## src/rtl/ln_stats_accum.sv

```systemverilog
// First LayerNorm stage: scales incoming activations by 2^alpha, accumulates
// sum and sum of squares per vector, then multiplies both by 1/len for E[x], E[x^2].
module ln_stats_accum #(
    parameter int DATA_W  = 8,
    parameter int LANES   = 1,
    parameter int MAX_LEN = 1024,
    parameter int INV_W   = 8,
    localparam int LW     = $clog2(MAX_LEN),
    localparam int XS_W   = DATA_W + 3,
    localparam int SUM_W  = XS_W + LW,
    localparam int SQ_W   = 2 * XS_W + LW
) (
    input  logic                    i_clk,
    input  logic                    i_rst,
    input  logic                    i_valid,
    output logic                    o_in_ready,
    input  logic [LANES*DATA_W-1:0] i_x,
    input  logic [1:0]              i_alpha,
    input  logic [LW:0]             i_len,
    input  logic [INV_W-1:0]        i_inv_n,
    output logic [LANES*XS_W-1:0]   o_xs,
    output logic                    o_xs_valid,
    output logic                    o_xs_last,
    output logic                    o_valid,
    input  logic                    i_ready,
    output logic [SUM_W-1:0]        o_ex,
    output logic [SQ_W-1:0]         o_ex2
);
    localparam int CNT_W = LW + 2;
    localparam int LEN_W = LW + 1;

    typedef enum logic [1:0] {
        ST_ACC = 2'd0,
        ST_MUL = 2'd1,
        ST_OUT = 2'd2
    } state_t;

    state_t             state_r;
    logic [CNT_W-1:0]   count_r;
    logic [LEN_W-1:0]   len_r;
    logic [1:0]         alpha_r;
    logic [INV_W-1:0]   inv_r;
    logic [SUM_W-1:0]   sum_r;
    logic [SQ_W-1:0]    sumsq_r;

    logic                     first_s;
    logic                     accept_s;
    logic                     last_s;
    logic [LEN_W-1:0]         len_in_s;
    logic [LEN_W-1:0]         len_s;
    logic [1:0]               alpha_s;
    logic [INV_W-1:0]         inv_s;
    logic [XS_W-1:0]          lane_xs_s;
    logic [2*XS_W-1:0]        lane_sq_s;
    logic [LANES*XS_W-1:0]    xs_vec_s;
    logic [SUM_W-1:0]         beat_sum_s;
    logic [SQ_W-1:0]          beat_sq_s;
    logic [SUM_W+INV_W-1:0]   ex_prod_s;
    logic [SQ_W+INV_W-1:0]    ex2_prod_s;

    // Effective vector config: live inputs on the first beat, latched copy afterwards.
    always_comb begin
        first_s  = (count_r == {CNT_W{1'b0}});
        accept_s = i_valid & o_in_ready;
        if ((i_len == {LEN_W{1'b0}}) || (i_len > LEN_W'(MAX_LEN))) begin
            len_in_s = LEN_W'(MAX_LEN);
        end else begin
            len_in_s = i_len;
        end
        if (first_s) begin
            len_s   = len_in_s;
            alpha_s = i_alpha;
            inv_s   = i_inv_n;
        end else begin
            len_s   = len_r;
            alpha_s = alpha_r;
            inv_s   = inv_r;
        end
        last_s = ((count_r + CNT_W'(LANES)) >= CNT_W'(len_s));
    end

    // Per-lane scaling and masking, reduced to one beat's sum and sum of squares.
    always_comb begin
        xs_vec_s   = {(LANES*XS_W){1'b0}};
        beat_sum_s = {SUM_W{1'b0}};
        beat_sq_s  = {SQ_W{1'b0}};
        lane_xs_s  = {XS_W{1'b0}};
        lane_sq_s  = {(2*XS_W){1'b0}};
        for (int k = 0; k < LANES; k++) begin
            lane_xs_s = XS_W'(i_x[k*DATA_W +: DATA_W]) << alpha_s;
            lane_sq_s = {{XS_W{1'b0}}, lane_xs_s} * {{XS_W{1'b0}}, lane_xs_s};
            if ((count_r + CNT_W'(k)) < CNT_W'(len_s)) begin
                xs_vec_s[k*XS_W +: XS_W] = lane_xs_s;
                beat_sum_s = beat_sum_s + SUM_W'(lane_xs_s);
                beat_sq_s  = beat_sq_s + SQ_W'(lane_sq_s);
            end else begin
                xs_vec_s[k*XS_W +: XS_W] = {XS_W{1'b0}};
            end
        end
    end

    // Reciprocal-length products; the fraction bits are dropped when registered.
    always_comb begin
        ex_prod_s  = {{INV_W{1'b0}}, sum_r} * {{SUM_W{1'b0}}, inv_r};
        ex2_prod_s = {{INV_W{1'b0}}, sumsq_r} * {{SQ_W{1'b0}}, inv_r};
    end

    // Control FSM, accumulators and all registered outputs.
    always_ff @(posedge i_clk or posedge i_rst) begin
        if (i_rst) begin
            state_r    <= ST_ACC;
            count_r    <= {CNT_W{1'b0}};
            len_r      <= {LEN_W{1'b0}};
            alpha_r    <= 2'd0;
            inv_r      <= {INV_W{1'b0}};
            sum_r      <= {SUM_W{1'b0}};
            sumsq_r    <= {SQ_W{1'b0}};
            o_in_ready <= 1'b1;
            o_xs       <= {(LANES*XS_W){1'b0}};
            o_xs_valid <= 1'b0;
            o_xs_last  <= 1'b0;
            o_valid    <= 1'b0;
            o_ex       <= {SUM_W{1'b0}};
            o_ex2      <= {SQ_W{1'b0}};
        end else begin
            o_xs_valid <= accept_s;
            o_xs_last  <= accept_s & last_s;
            if (accept_s) begin
                o_xs <= xs_vec_s;
            end
            case (state_r)
                ST_ACC: begin
                    if (accept_s) begin
                        sum_r   <= sum_r + beat_sum_s;
                        sumsq_r <= sumsq_r + beat_sq_s;
                        count_r <= count_r + CNT_W'(LANES);
                        if (first_s) begin
                            len_r   <= len_in_s;
                            alpha_r <= i_alpha;
                            inv_r   <= i_inv_n;
                        end
                        if (last_s) begin
                            state_r    <= ST_MUL;
                            o_in_ready <= 1'b0;
                        end
                    end
                end
                ST_MUL: begin
                    o_ex    <= ex_prod_s[SUM_W+INV_W-1:INV_W];
                    o_ex2   <= ex2_prod_s[SQ_W+INV_W-1:INV_W];
                    sum_r   <= {SUM_W{1'b0}};
                    sumsq_r <= {SQ_W{1'b0}};
                    count_r <= {CNT_W{1'b0}};
                    o_valid <= 1'b1;
                    state_r <= ST_OUT;
                end
                ST_OUT: begin
                    if (i_ready) begin
                        o_valid    <= 1'b0;
                        o_in_ready <= 1'b1;
                        state_r    <= ST_ACC;
                    end
                end
                default: begin
                    o_valid    <= 1'b0;
                    o_in_ready <= 1'b1;
                    state_r    <= ST_ACC;
                end
            endcase
        end
    end
endmodule
```

## config.mk

```make
export PLATFORM = sky130hd
export DESIGN_NAME = ln_stats_accum
export DESIGN_NICKNAME = d
export VERILOG_FILES = /design/src/rtl/ln_stats_accum.sv
export SDC_FILE = /design/constraint.sdc
export NUM_CORES = 2
export LEC_CHECK = 0
export BUFFER_PORTS_ARGS = -buffer_cell sky130_fd_sc_hd__buf_2
export CAP_MARGIN = 0
export CORE_MARGIN = 8
export CORE_UTILIZATION = 41
export CTS_BUF_LIST = sky130_fd_sc_hd__clkbuf_4 sky130_fd_sc_hd__clkbuf_8 sky130_fd_sc_hd__clkbuf_16
export CTS_CLUSTER_SIZE = 28
export DETAILED_ROUTE_END_ITERATION = 10
export MAX_ROUTING_LAYER = met4
export PLACE_DENSITY = 0.62
export SETUP_SLACK_MARGIN = 0.05
export SYNTH_ARGS = -nofsm -noshare
export SYNTH_HDL_FRONTEND = slang
export SYNTH_SLANG_ARGS = --single-unit
```

## constraint.sdc

```tcl
create_clock -name i_clk -period 10.02 [get_ports i_clk]
set_input_delay 0 -clock i_clk [delete_from_list [all_inputs] [get_ports i_clk]]
set_output_delay 0 -clock i_clk [all_outputs]
set_load 0.05 [all_outputs]
```

==> metrics.md <==
| Metric | Value |
|---|---|
| Slew Limit Fails | 0 |
| CP max-delay cell | mux2i_1 |
| RSZ-0062 raised after global routing | false |
| Synth Area in Adders | 41.53% |
| I/O pin cnt | 101 |
| Gr usage total | 18.35% |
| Post-Synth Simple-Gate Area | between 10% and 20% |
| Total Neg Setup Slack | 0 ns |
| Root Driver | clkbuf_16 |
| Distinct cell type count of the synthesized netlist | 67 |
| Complex-gate fraction of the synthesized area | 9.436% |
| Most common cell after layout, fill and taps aside | nand2_1 |
| CTS resizes | 0 |
| Yosys warns | 0 |
| Remaining DRCs | 0 |
| CP delay by family, top | adder cells |
| Mux share of post-synthesis cell area | 1.412% |
| Die area | between 0.06 and 0.07 mm^2 |
| CTS tree | done |
| Slew headroom | between 20% and 30% |
| Post-layout util | 44.78% |
| Vias/cell | 5.149 |
| ANT nets after route | 0 |
| Pre-antenna DRT Iters | 5 |
| WS Path Type | flip-flop to flip-flop |
| Worst Path Max Fanout | 7 |
| CTS buffer count | 17 |
| Die Ht | 255.7 um |
| CP dominant cell by count | inv_1 |
| Wire per inst | 16.50 um |
| Antenna Cells | 0 |
| Largest net degree at the start of global routing | 86 |
| Async set-or-reset flop fraction in the synthesized netlist | 100.0% |
| Crit-path max cell delay | roughly 0.55 ns |
| Area Overhead vs Synth | 8.804% |
| # clock sinks | 156 |
| Register bit count reported by yosys | 156 |
| Detailed Route WL | between 50 and 60 mm |
| Sequential cell area fraction in the yosys report | 16.57% |
| WL met2 | 27.46 mm |
| Buf/Inv on CP | 7 |
| Most frequent cells in the layout | 433 x nand2_1, 375 x inv_1, 357 x fa_1 |
| Rows | 88 |
| CTS HTree Levels | 4 |
| Worst Clk Skew | 0.01506 ns |
| Hold Path Class | input port to flip-flop |
| Clock buffer depth | 2 |
| Final setup fails | 0 |
| Top FF cell, synth | dfrtp_1 |
| Worst slew pin tran | between 1 and 1.5 ns |
| Highest metal used | met4 |
| Placeable core area | 0.05725 mm^2 |
| Req. time, crit path | 10.38 ns |
| Number of global-route vias before repair | 18900 |
| Share of cells above drive strength 1 | 7.219% |
| Hold Vio Cnt, Final | 0 |
| Initial drt markers | between 800 and 900 |
| Max-Cap Viols | 0 |
| Crit path arrival time | 9.73 ns |
| Syn Area/Cell | 8.809 um^2 |
| Initial antenna violation count | 0 |
| CTS clk-pin slew, worst paths | about 0.07 ns |
| Starting density of the core | 41.16% |
| GRT Residual Overflow | 0 |
| Run status | completed |
| Die Span X | around 260 um |
| Final period utilization | 93.46% |
| Total Nets Final | 3317 |
| Mapped Cells | 2675 |
| PortBufs | 100 |
| Met3 wire len | approximately 2.7 mm |
| Mapped Area | 0.02356 mm^2 |
| M1 WL | between 20 and 30 mm |
| Crit end category | flip-flop |
| XOR/XNOR Fraction of Synth Area | 4.758% |
| DP HPWL | approximately 44 mm |
| Worst setup SP type | flip-flop |
| Final worst path period need | ~9.4 ns |
| Number of synthesized flops with an enable pin | 0 |
| Main combinational cell family by area after synthesis | adder cells |
| F_max | 106.8 MHz |
| Gpl congestion | around 0.89 |
| Clock latency at the later pin of the worst-skew pair | between 0.4 and 0.5 ns |
| First-pass GRT wire length | 96.24 mm |
| Via count | roughly 18000 |
==> cells in the mapped netlist (11+ instances only) <==
master    number  share of area, %
nand3_1       55               1.2
nand2_1      433               6.9
nand4_1       11              0.29
xor2_1        64               2.4
o21bai_1      12              0.38
a21o_1        35               1.1
a21oi_1       85               1.8
nand2b_1      19              0.50
a31oi_1       15              0.40
xnor2_1       64               2.4
ha_1         211                11
and3_1        21              0.56
buf_1         27              0.43
o31ai_1       19              0.61
o21ai_0      131               2.8
dfrtp_1      155                16
nor3_1        20              0.42
clkbuf_1     108               1.7
nor2b_1       21              0.56
and2_1       177               4.7
mux2_2        14              0.67
fa_1         357                30
nor2_1       134               2.1
inv_1        376               6.0
==> area by class of cell <==
class / count / area, um^2
fill: 5629 / 31620
multi-input combinational: 2010 / 17760
sequential: 156 / 3909
inverter: 378 / 1424
timing repair buffer: 153 / 983.4
tap: 765 / 957.2
clock buffer: 19 / 446.7
clock inverter: 13 / 155.1
==> final timing paths <==
kind,from,end,slack (ns),cells after the start
setup / recovery,count_r[0]$_DFFE_PP0P_,sumsq_r[25]$_DFFE_PP0P_,0.65,37
hold / removal,i_x[0],o_xs[0]$_DFFE_PP0P_,0.07,3
setup reg to reg,count_r[0]$_DFFE_PP0P_,sumsq_r[25]$_DFFE_PP0P_,0.65,37
hold reg to reg,o_xs[5]$_DFFE_PP0P_,o_xs[5]$_DFFE_PP0P_,0.47,2
max in group asynchronous,i_rst,inv_r[2]$_DFFE_PP0P_,8.30,4
min in group asynchronous,i_rst,o_ex2[4]$_DFFE_PP0P_,0.24,3
==> sequential cells by signal (all words and copies together), names as in the netlist <==
name,flops
alpha_r,2
count_r,12
inv_r,8
len_r,11
o_ex,21
o_ex2,32
o_in_ready,1
o_valid,1
o_xs,11
o_xs_last,1
o_xs_valid,1
state_r,2
sum_r,21
sumsq_r,32
==> metal layers <==
metal  up-vias  track usage (%)
met5         -                -
met4         0            5.467
met3        78            3.213
met2       403            29.34
met1      9012            23.80
li1       8496                -
==> per-stage QoR <==
stage	setup WS [ns]	cells	cell area (um^2)	hold WS, ns
2_1_floorplan	1.595	2684	23600	0.1505
6_report	0.6550	3494	25640	0.06688
3_5_place_dp	0.4942	3424	24670	0.2386
4_1_cts	0.4874	3490	25610	0.01499
5_1_grt	0.09326	3494	25640	0.06272
3_3_place_gp	0.6124	3424	24670	0.2272
==> tightest hold or removal path: cells and delay by family <==
kind                   cells  cell delay, ns
AOI/OAI and AO/OA          1            0.10
buffers and inverters      1            0.14
and+or+nand+nor            1            0.26
==> kinds of logic (layout without fill, tap and decap cells) <==
group           Yosys count  in the layout
xor+xnor                128            128
flops                   156            156
fa+ha+maj               568            568
other cells               2             11
compound gates          361            361
simple gates            915            915
mux                      27             27
buf+inv                 518            563
==> repair_timing <==
action	in CTS	in global routing
buffers inserted	0	4
setup endpoints to repair	0	10
hold buffers	34	0
endpoints found under the hold margin	107	0
Power is not shown: default switching activity piles up to over one toggle a cycle in this logic, so the estimate is an artifact.
